`config.mk`:
```
export PLATFORM = sky130hd
export DESIGN_NAME = ex_mem_pipe
export DESIGN_NICKNAME = d
export VERILOG_FILES = /design/src/rtl/ex_mem_pipe.sv
export SDC_FILE = /design/constraint.sdc
export NUM_CORES = 1
export LEC_CHECK = 0
export ABC_CLOCK_PERIOD_IN_PS = 2500
export BUFFER_PORTS_ARGS = -buffer_cell sky130_fd_sc_hd__buf_2
export CELL_PAD_IN_SITES_DETAIL_PLACEMENT = 1
export CELL_PAD_IN_SITES_GLOBAL_PLACEMENT = 1
export CORE_AREA = 8 8 194 196
export DETAILED_ROUTE_END_ITERATION = 10
export DIE_AREA = 0 0 202 204
export GPL_ROUTABILITY_DRIVEN = 0
export PLACE_DENSITY_LB_ADDON = 0.2
export SETUP_SLACK_MARGIN = 0.3
export SKIP_CTS_REPAIR_TIMING = 1
export SLEW_MARGIN = 20
export SYNTH_ARGS = -nofsm -noshare
export SYNTH_HDL_FRONTEND = slang
export SYNTH_SLANG_ARGS = --single-unit
```
`constraint.sdc`:
```
create_clock -name clk -period 2.5 [get_ports clk]
set_clock_uncertainty 0.15 [all_clocks]
set_input_delay 0.375 -clock clk [delete_from_list [all_inputs] [get_ports clk]]
set_output_delay 0.375 -clock clk [all_outputs]
set_load 0.01 [all_outputs]
```
`src/rtl/ex_mem_pipe.sv`:
```
// rtl/ex_mem_pipe.sv - EX/MEM pipeline register with bubble, flush, multi-cycle temporaries and stall counter
//
// Purpose:
//   Captures execute-stage results for the memory stage. When EX stalls while
//   MEM runs, a bubble is inserted and the multi-cycle MADD/MSUB temporaries
//   (hilo/cnt) are parked here and fed back to EX. A flush kills the slot.
//   A saturating counter records the number of cycles this stage was stalled.
//
// Ports:
//   clk            rising-edge clock
//   rst            asynchronous active-low reset (0 = reset)
//   stall[5:0]     pipeline stall vector, bit i stops stage i
//   flush          exception flush, turns the slot into a bubble
//   perf_clr       synchronous clear of stall_cycles
//   ex_*           execute-stage payload and valid bit
//   hilo_i, cnt_i  multi-cycle temporary and step count from EX
//   mem_*          registered payload towards MEM
//   hilo_o, cnt_o  registered temporary and step count back to EX
//   stall_cycles   saturating count of cycles with stall[STAGE]=1

module ex_mem_pipe #(
    parameter int                   REG_ADDR_W = 5,
    parameter int                   DATA_W     = 32,
    parameter int                   ALUOP_W    = 8,
    parameter int                   STAGE      = 3,
    parameter int                   CNT_W      = 2,
    parameter logic [ALUOP_W-1:0]   NOP_ALUOP  = '0,
    parameter int                   PERF_W     = 16
) (
    input  logic                    clk,
    input  logic                    rst,
    input  logic [5:0]              stall,
    input  logic                    flush,
    input  logic                    perf_clr,
    input  logic                    ex_valid,
    input  logic [REG_ADDR_W-1:0]   ex_wd,
    input  logic                    ex_wreg,
    input  logic [DATA_W-1:0]       ex_wdata,
    input  logic [ALUOP_W-1:0]      ex_aluop,
    input  logic [DATA_W-1:0]       ex_mem_addr,
    input  logic [DATA_W-1:0]       ex_reg2,
    input  logic                    ex_whilo,
    input  logic [DATA_W-1:0]       ex_hi,
    input  logic [DATA_W-1:0]       ex_lo,
    input  logic [2*DATA_W-1:0]     hilo_i,
    input  logic [CNT_W-1:0]        cnt_i,
    output logic                    mem_valid,
    output logic [REG_ADDR_W-1:0]   mem_wd,
    output logic                    mem_wreg,
    output logic [DATA_W-1:0]       mem_wdata,
    output logic [ALUOP_W-1:0]      mem_aluop,
    output logic [DATA_W-1:0]       mem_mem_addr,
    output logic [DATA_W-1:0]       mem_reg2,
    output logic                    mem_whilo,
    output logic [DATA_W-1:0]       mem_hi,
    output logic [DATA_W-1:0]       mem_lo,
    output logic [2*DATA_W-1:0]     hilo_o,
    output logic [CNT_W-1:0]        cnt_o,
    output logic [PERF_W-1:0]       stall_cycles
);

    // stall[STAGE+1] must exist, so STAGE is limited to 0..4.
    if (STAGE < 0 || STAGE > 4) begin : g_bad_stage
        $error("ex_mem_pipe: STAGE must be in 0..4");
    end

    localparam logic [PERF_W-1:0] PERF_MAX = '1;
    localparam logic [PERF_W-1:0] PERF_ONE = PERF_W'(1);

    // Flop state
    logic                   valid_q,     valid_d;
    logic [REG_ADDR_W-1:0]  wd_q,        wd_d;
    logic                   wreg_q,      wreg_d;
    logic [DATA_W-1:0]      wdata_q,     wdata_d;
    logic [ALUOP_W-1:0]     aluop_q,     aluop_d;
    logic [DATA_W-1:0]      mem_addr_q,  mem_addr_d;
    logic [DATA_W-1:0]      reg2_q,      reg2_d;
    logic                   whilo_q,     whilo_d;
    logic [DATA_W-1:0]      hi_q,        hi_d;
    logic [DATA_W-1:0]      lo_q,        lo_d;
    logic [2*DATA_W-1:0]    hilo_q,      hilo_d;
    logic [CNT_W-1:0]       cnt_q,       cnt_d;
    logic [PERF_W-1:0]      stall_cnt_q, stall_cnt_d;

    logic stall_here;
    logic stall_next;

    assign stall_here = stall[STAGE];
    assign stall_next = stall[STAGE+1];

    // Payload / temporary update, first matching case wins.
    always_comb begin
        valid_d    = valid_q;
        wd_d       = wd_q;
        wreg_d     = wreg_q;
        wdata_d    = wdata_q;
        aluop_d    = aluop_q;
        mem_addr_d = mem_addr_q;
        reg2_d     = reg2_q;
        whilo_d    = whilo_q;
        hi_d       = hi_q;
        lo_d       = lo_q;
        hilo_d     = hilo_q;
        cnt_d      = cnt_q;

        if (flush || (stall_here && !stall_next)) begin
            // Bubble into MEM. On a plain stall the EX temporary is parked
            // here so the multi-cycle op can resume; a flush discards it.
            valid_d    = 1'b0;
            wd_d       = '0;
            wreg_d     = 1'b0;
            wdata_d    = '0;
            aluop_d    = NOP_ALUOP;
            mem_addr_d = '0;
            reg2_d     = '0;
            whilo_d    = 1'b0;
            hi_d       = '0;
            lo_d       = '0;
            if (flush) begin
                hilo_d = '0;
                cnt_d  = '0;
            end else begin
                hilo_d = hilo_i;
                cnt_d  = cnt_i;
            end
        end else if (!stall_here) begin
            // Normal capture; any multi-cycle op has completed.
            valid_d    = ex_valid;
            wd_d       = ex_wd;
            wreg_d     = ex_wreg;
            wdata_d    = ex_wdata;
            aluop_d    = ex_aluop;
            mem_addr_d = ex_mem_addr;
            reg2_d     = ex_reg2;
            whilo_d    = ex_whilo;
            hi_d       = ex_hi;
            lo_d       = ex_lo;
            hilo_d     = '0;
            cnt_d      = '0;
        end else begin
            // Both EX and MEM stalled: MEM keeps its slot, temporary tracks EX.
            hilo_d = hilo_i;
            cnt_d  = cnt_i;
        end
    end

    // Stall counter: clear wins over increment; flush cycles still count.
    always_comb begin
        stall_cnt_d = stall_cnt_q;
        if (perf_clr) begin
            stall_cnt_d = '0;
        end else if (stall_here && (stall_cnt_q != PERF_MAX)) begin
            stall_cnt_d = stall_cnt_q + PERF_ONE;
        end
    end

    always_ff @(posedge clk or negedge rst) begin
        if (!rst) begin
            valid_q     <= 1'b0;
            wd_q        <= '0;
            wreg_q      <= 1'b0;
            wdata_q     <= '0;
            aluop_q     <= NOP_ALUOP;
            mem_addr_q  <= '0;
            reg2_q      <= '0;
            whilo_q     <= 1'b0;
            hi_q        <= '0;
            lo_q        <= '0;
            hilo_q      <= '0;
            cnt_q       <= '0;
            stall_cnt_q <= '0;
        end else begin
            valid_q     <= valid_d;
            wd_q        <= wd_d;
            wreg_q      <= wreg_d;
            wdata_q     <= wdata_d;
            aluop_q     <= aluop_d;
            mem_addr_q  <= mem_addr_d;
            reg2_q      <= reg2_d;
            whilo_q     <= whilo_d;
            hi_q        <= hi_d;
            lo_q        <= lo_d;
            hilo_q      <= hilo_d;
            cnt_q       <= cnt_d;
            stall_cnt_q <= stall_cnt_d;
        end
    end

    assign mem_valid    = valid_q;
    assign mem_wd       = wd_q;
    assign mem_wreg     = wreg_q;
    assign mem_wdata    = wdata_q;
    assign mem_aluop    = aluop_q;
    assign mem_mem_addr = mem_addr_q;
    assign mem_reg2     = reg2_q;
    assign mem_whilo    = whilo_q;
    assign mem_hi       = hi_q;
    assign mem_lo       = lo_q;
    assign hilo_o       = hilo_q;
    assign cnt_o        = cnt_q;
    assign stall_cycles = stall_cnt_q;

endmodule

```
**Word-level counts from Yosys, hierarchy flattened**

Index checks and enable logic that the tools add are counted.

- Word-level logic and storage cells: 49
- Input bits: 252
- Flip-flop bits (word level): 258

- Mux-type cells: 28
- $add $sub $neg: 1
- Reduce and logical (&&, ||, !) cells: 5
- Equality and inequality tests: 2

Operators by type and width:

| cell | count |
|---|---|
| 32-bit two-way mux | 10 |
| 64-bit two-way mux | 3 |
| 16-bit two-way mux | 2 |
| 16-bit by 1-bit adder with 16-bit output, second input constant | 1 |
| 8-bit two-way mux | 2 |
| 16-bit != test, second input constant | 1 |
| 5-bit two-way mux | 2 |
| 1-bit two-way mux | 6 |
| 2-bit two-way mux | 3 |
| 1-bit logical AND | 2 |
| 2-bit by 1-bit != test with 1-bit output, second input constant | 1 |
| 2-bit nonzero test | 1 |
| 1-bit zero test | 1 |
| 1-bit logical OR | 1 |

**Longest topological paths before layout**

Gate-level depths: netlist of run 1.

- Depth in word-level cells: 4
- Depth in mapped cells: 6

**Least setup slack after synthesis of run 1**

OpenSTA, ideal clock, no wires.

- Path kind: reg2reg
- Start point: register stall_cnt_q[0] (netlist: stall_cycles[0])
- End point: register stall_cnt_q[1] (netlist: stall_cycles[1])
- Slack: 0.571 ns
- Period minus slack after synthesis: 1.929 ns
- Setup time: 0.132 ns
- Buffers on the path: 0
- Stages on the path, launching flop included: 6
- Arrival time: 1.647 ns
- Cells stage by stage: dfrtp_1 > ha_1 > nand4_1 > o41ai_4 > mux2i_1 > nor2_1

- Word-level cells in the longest chain between the ends: 3
- Elaborated cells between the ends (all ways): 6

Ends and longest elaborated chain:

| element | line | source |
|---|---|---|
| from (decl) | 83 | `logic [PERF_W-1:0] stall_cnt_q, stall_cnt_d;` |
| from (signal assigned) | 185 | `stall_cnt_q <= stall_cnt_d;` |
| 16-bit by 1-bit adder with 16-bit output or 16-bit != test (tied branches) | 153, 152 |  |
| 16-bit two-way mux or 1-bit logical AND (tied branches) | 152 | `end else if (stall_here && (stall_cnt_q != PERF_MAX)) begin` |
| 16-bit two-way mux or 2-bit nonzero test (tied branches) | - |  |

Several ways; a longest one is shown, not always the timed one. The select of a mux whose other input is x is not followed.
A chain may end at the register's enable or synchronous reset.

**Worst setup path after layout of run 1**

- Start point: register stall_cnt_q[0] (netlist: stall_cycles[0])
- End point: register stall_cnt_q[5] (netlist: stall_cycles[5])

Same word-level chain as after synthesis.

==> results.txt, run 1 <==
Crit share post-route: 80.2%
Hold depth: 2
Multi-input gate area: 0.00248 sq mm
PD cells: 647 mW/mm^2
Tightest Pin Transition: 0.617 ns
Via count: 8,607
Worst hold path type: input port to flip-flop
Total Wirelength: 41.3 mm
Setup tns final: 0 ns
Io pins: 510
CP max-delay cell: nor4_2
Layout overhead on the synthesized area: 73.4%
R2R cell count: 5
Die Area: 0.0412 sq mm
Area of the mapped netlist: 0.00911 sq mm
GRT Total Usage: 16.6%
Row Count: 69
Largest net degree at the start of global routing: 67
# setup viols final: 0
Vias in the first global route: 8,203
Synth Warn #: 0
Num CTS Buffers: 30
Antenna violations before repair: 4
Final core utilization: 45.4%
Root Driver: clkbuf_16
Clk_lat worst skew: 0.55 ns
Hpwl dp: 27.0 mm
Unrepaired setup endpoints after global routing: yes
Hold_sp: perf_clr
Post-synth EDFFs: 0
Synth cell types: 33
FF+latch count, synth: 258
Pleak: 8.42 nW
Clk buf depth: 3
Filler cells: 3,720
Reg2reg start: stall_cycles[0]$_DFFE_PN0P_
Final min period: 2.01 ns
Hold Path Sink: stall_cycles[1]$_DFFE_PN0P_
Core area: 0.0348 sq mm
Reg area: 0.00646 sq mm
Crit path cell chain: ha_1 > nand4_1 > nor4_2 > or3_1 > a21oi_1
Share of layout cells above drive strength 1: 41.9%
Met2 wire length: 21.0 mm
Via density: 4.61
Ys flop type: dfrtp_1
# DRC: 0
Register area share after synthesis: 70.8%
Critical Path AT: 2.27 ns
RR Endpoint: stall_cycles[5]$_DFFE_PN0P_
R2R Setup Slk: 0.49 ns
Max frequency: 499 MHz
Peak VDD IR: 0.000547 V
# port buffers: 505
DR top layer: met4
Critical-path maximum fanout: 5
Global-route wire length before repair: 53.5 mm
Asr flop ratio synth: 100%
Initial cell density of the core: 26.2%
Total power: 10.2 mW
GR Overflow Total: 0
Final Max Tran Viols: 0
Drt wl/cell: 22.1 um
Met3 WL: 3.47 mm
Met1 wire length: 15.9 mm
Worst setup margin: 0.495 ns
WS Path Type: flip-flop to flip-flop
Post-place setup slack: 0.303 ns
Final ANT Viol Nets: 0
Req. time, crit path: 2.77 ns
Die Width: 202 um
Status: complete, no violations
Crit-path max cell delay: 0.53 ns
Maxcap violations: 0
Final hold vios: 0
Non-filler cells, final: 1,866
H-tree levels: 1
Slew margin rel.: 58.9%
Cells after Synth: 627
TritonCTS clock tree: built
Crit start category: flip-flop
Final-stage net count: 1,630
Critical Path End Type: flip-flop
Syn nets: 880
Syn avg cell area: 14.5 sq um
Clk slew on worst S/H paths: 0.06 ns
Clk sinks: 258
Cells after DPL: 1,562
1st-pass router iterations: 5
Vert. Die Dim: 204 um
Iteration-0 DRC Markers: 298
==> layer usage <==
metal,vias up,track usage [%]
met5,-,0
met1,4343,19.1
met4,0,4.49
met3,51,7.61
li1,3822,-
met2,391,27.6
==> cell usage in the layout, fill, tap and decap left out, types with 2 or more instances in the layout <==
| master | Yosys | final |
|---|---|---|
| clkinv_4 | 0 | 2 |
| a21oi_1 | 12 | 12 |
| clkbuf_8 | 0 | 9 |
| or4_1 | 3 | 3 |
| nand2_1 | 6 | 6 |
| nor3_1 | 3 | 3 |
| buf_2 | 16 | 504 |
| dfrtp_1 | 258 | 258 |
| nand3_1 | 4 | 3 |
| inv_1 | 2 | 2 |
| buf_12 | 0 | 10 |
| nor4_2 | 0 | 2 |
| or3_1 | 6 | 6 |
| bufinv_16 | 0 | 2 |
| buf_4 | 0 | 9 |
| and3_1 | 3 | 3 |
| dlygate4sd3_1 | 0 | 243 |
| clkinvlp_4 | 0 | 3 |
| clkbuf_1 | 30 | 4 |
| and2_1 | 67 | 66 |
| nand4_1 | 4 | 4 |
| a22o_1 | 176 | 176 |
| or3_2 | 2 | 2 |
| diode_2 | 0 | 6 |
| o21ai_0 | 7 | 7 |
| nor2_1 | 5 | 4 |
| clkinv_2 | 0 | 3 |
| clkbuf_16 | 0 | 31 |
| o31ai_1 | 5 | 5 |
==> through the flow <==
step / hold slack [ns] / instance area (sq um)
final: 0.0648 / 15800
after global routing: 0.0734 / 15800
after CTS: -0.354 / 13300
after detailed placement: 0.253 / 12300
after global placement: 0.245 / 12300
after floorplan: -0.0706 / 9110
==> registers in the layout (all words and copies together) (netlist names) <==
| register | flops |
|---|---|
| hilo_o | 64 |
| mem_hi | 32 |
| mem_lo | 32 |
| mem_mem_addr | 32 |
| mem_reg2 | 32 |
| mem_wdata | 32 |
| stall_cycles | 16 |
| mem_aluop | 8 |
| mem_wd | 5 |
| cnt_o | 2 |
| mem_valid | 1 |
| mem_whilo | 1 |
| mem_wreg | 1 |
==> cells in the mapped netlist (2+ instances only) <==
master    number  share of area (%)
nor3_1         3               0.16
o31ai_1        5               0.41
buf_1          2              0.082
buf_2         16               0.88
nand2_1        6               0.25
a22o_1       176                 17
nor2b_1        2               0.14
o21ai_0        7               0.38
inv_1          2              0.082
nor2_1         5               0.21
nand4_1        4               0.27
a21oi_1       12               0.66
clkbuf_1      30                1.2
or3_2          2               0.16
or4_1          3               0.25
dfrtp_1      258                 71
or3_1          6               0.41
nor4_1         2               0.14
nand3_1        4               0.22
and3_1         3               0.21
and2_1        67                4.6
==> cells by family (layout without fill, tap and decap cells) <==
family	Yosys count	in the layout	synth area share, %
flops	258	258	70.8
compound gates	203	203	18.9
simple gates	112	112	7.59
buf+inv	51	823	2.33
fa+ha+maj	1	1	0.137
xor+xnor	1	1	0.0961
mux	1	1	0.110
other cells	0	6	0
==> worst max-delay path, delay by kind of cell (launching register included) <==
family	cells	cell delay (ns)
DFF	1	0.42
adders and majority gates	1	0.24
and+or+nand+nor	3	0.99
AOI/OAI and AO/OA	1	0.07
==> cell type report <==
| class | count | share of cell area (%) |
|---|---|---|
| inverters | 2 | 0.0475 |
| clock buffers | 44 | 5.79 |
| multi-input cells | 318 | 15.7 |
| repair buffers | 767 | 33.1 |
| diodes | 6 | 0.0950 |
| well taps | 461 | 3.65 |
| clock inverters | 10 | 0.728 |
| flip-flops and latches | 258 | 40.9 |
==> power by group <==
| group | leakage [nW] | total, mW | switching, mW | internal, mW |
|---|---|---|---|---|
| Sequential | 3.47 | 4.45 | 0.0938 | 4.36 |
| Clock | 0.500 | 4.50 | 1.77 | 2.73 |
| Combinational | 4.46 | 1.28 | 0.611 | 0.666 |
==> how the worst max path moves through the flow <==
stage	start	end
3_5_place_dp	stall_cycles[0]$_DFFE_PN0P_	stall_cycles[5]$_DFFE_PN0P_
4_1_cts	stall_cycles[0]$_DFFE_PN0P_	stall_cycles[5]$_DFFE_PN0P_
5_1_grt	stall_cycles[0]$_DFFE_PN0P_	stall_cycles[5]$_DFFE_PN0P_
6_report	stall_cycles[0]$_DFFE_PN0P_	stall_cycles[5]$_DFFE_PN0P_
3_3_place_gp	stall_cycles[0]$_DFFE_PN0P_	stall_cycles[1]$_DFFE_PN0P_
2_1_floorplan	stall_cycles[0]$_DFFE_PN0P_	stall_cycles[1]$_DFFE_PN0P_
(Power assumes the default switching activity.)
==> inputs of run 2 (changes only) <==
Settings changed: ABC_CLOCK_PERIOD_IN_PS 2500 to 1900.
Clock period 2.5 ns to 1.9 ns, I/O delays scaled along.
==> results.txt, run 2 (synthesized netlist as in run 1, its figures left out) <==
Status: complete, no violations
Critical Path End Type: flip-flop
Row Count: 69
Req. time, crit path: 2.22 ns
Peak VDD IR: 0.000638 V
Final hold vios: 0
Filler cells: 3,677
Final core utilization: 46.2%
Largest net degree at the start of global routing: 94
Critical Path AT: 2.12 ns
WS Path Type: flip-flop to flip-flop
Most frequent cells in the layout: buf_2, dfrtp_1, dlygate4sd3_1, a22o_1, and2_1
Clk pwr share: 42.3%
Gate power share: 13.1%
Final min period: 1.79 ns
Post-route cell area: 0.0161 sq mm
# port buffers: 505
Share of layout cells above drive strength 1: 43.8%
Switch share: 24.5%
Num CTS Buffers: 29
Internal power: 9.90 mW
Buf/Inv on CP: 1
Crit start category: flip-flop
PD cells: 815 mW/mm^2
Root Driver: clkbuf_16
Commonest non-fill, non-tap cell in the layout: buf_2
Die Width: 202 um
GRT Total Usage: 16.8%
Sequential share of power: 44.7%
Via count: 8,682
Placed inst area: 0.0124 sq mm
TritonCTS clock tree: built
Max frequency: 558 MHz
Largest register FFs: 64
Clk sinks: 258
Pleak: 8.54 nW
Switching power: 3.21 mW
Total power: 13.1 mW
Critical-path maximum fanout: 6
Via density: 4.61
Crit share post-route: 94.4%
# setup viols final: 0
Global-route wire length before repair: 54.4 mm
Die Area: 0.0412 sq mm
1st-pass router iterations: 7
Slew margin rel.: 69.4%
R2R Setup Slk: 0.11 ns
Io pins: 510
Core area: 0.0348 sq mm
# DRC: 0
Unrepaired setup endpoints after global routing: yes
Worst hold path type: input port to flip-flop
Initial cell density of the core: 26.2%
Total Wirelength: 41.1 mm
Final-stage net count: 1,650
Top Family by Delay on Critical Path: simple AND/OR/NAND/NOR gates
Maxcap violations: 0
Final ANT Viol Nets: 0
H-tree levels: 1
Vias in the first global route: 8,274
Setup tns final: 0 ns
Final hold slack: 0.0875 ns
Crit path cell chain: ha_4 > buf_6 > and4_4 > nand3_4 > or4_4 > a21oi_2
Antenna violations before repair: 4
GR Overflow Total: 0
Iteration-0 DRC Markers: 326
Drt wl/cell: 21.9 um
Final Max Tran Viols: 0
Vert. Die Dim: 204 um
Tightest Pin Transition: 0.459 ns
Crit-path max cell delay: 0.43 ns
Clk slew on worst S/H paths: 0.06 ns
CP max-delay cell: or4_4
Clk_lat worst skew: 0.55 ns
Hpwl dp: 27.3 mm
Layout overhead on the synthesized area: 76.5%
Clk buf depth: 3
## run 2: changes by cell type in the layout (fill, tap and decap cells not counted), moves of 3 or more
cell,previous run,this run
clkbuf_1,4,7
buf_4,9,19
dfrtp_2,0,10
dfrtp_1,258,248
buf_6,0,17
buf_2,504,494
buf_12,10,13
## run 2: per-layer routing
layer	GRT usage [%]	wire (um)	vias up
met5	0	0	-
met4	4.41	1080	0
met3	7.53	3770	64
met2	28.4	20300	424
met1	19.3	16000	4339
li1	-	-	3855
## run 2: path summary, 6_finish.rpt
check	startpoint	cells after the start	end
worst max-delay path	stall_cycles[1]$_DFFE_PN0P_	6	stall_cycles[10]$_DFFE_PN0P_
worst min-delay path	stall[3]	4	stall_cycles[4]$_DFFE_PN0P_
worst max register to register	stall_cycles[1]$_DFFE_PN0P_	6	stall_cycles[10]$_DFFE_PN0P_
worst min register to register	mem_mem_addr[7]$_DFFE_PN0P_	1	mem_mem_addr[7]$_DFFE_PN0P_
max in group asynchronous	rst	3	mem_reg2[6]$_DFFE_PN0P_
min in group asynchronous	rst	2	hilo_o[57]$_DFF_PN0_
## run 2: power by group through the flow
stage	combinational [mW]	clock (mW)	sequential, mW
floorplan	0.307	0	6.06
global placement	1.26	0	5.93
detailed placement	1.28	0	5.94
CTS	1.28	5.74	5.84
global route	1.85	5.92	5.88
finish	1.71	5.54	5.86
## run 2: area by class of cell
cell class                 instances  area, sq um  area share [%]
inverter                           2         7.51          0.0467
timing repair buffer             788         5520            34.4
clock buffer                      45          876            5.45
tap                              461          577            3.59
antenna                            4         10.0          0.0622
multi-input combinational        318         2560            15.9
sequential                       258         6470            40.2
clock inverter                     6         61.3           0.381
## run 2: worst register-to-register path: stages (launching register included)
cell and delay (ns):
dfrtp_1 0.38, ha_4 0.15, buf_6 0.09, and4_4 0.27, nand3_4 0.11, or4_4 0.43
a21oi_2 0.15
## run 2: through the flow
stage / cells / setup WS [ns]
floorplan: 627 / 0.103
global placement: 1571 / 0.0990
detailed placement: 1571 / 0.0414
CTS: 1622 / 0.0426
global route: 1882 / 0.0412
finish: 1882 / 0.106
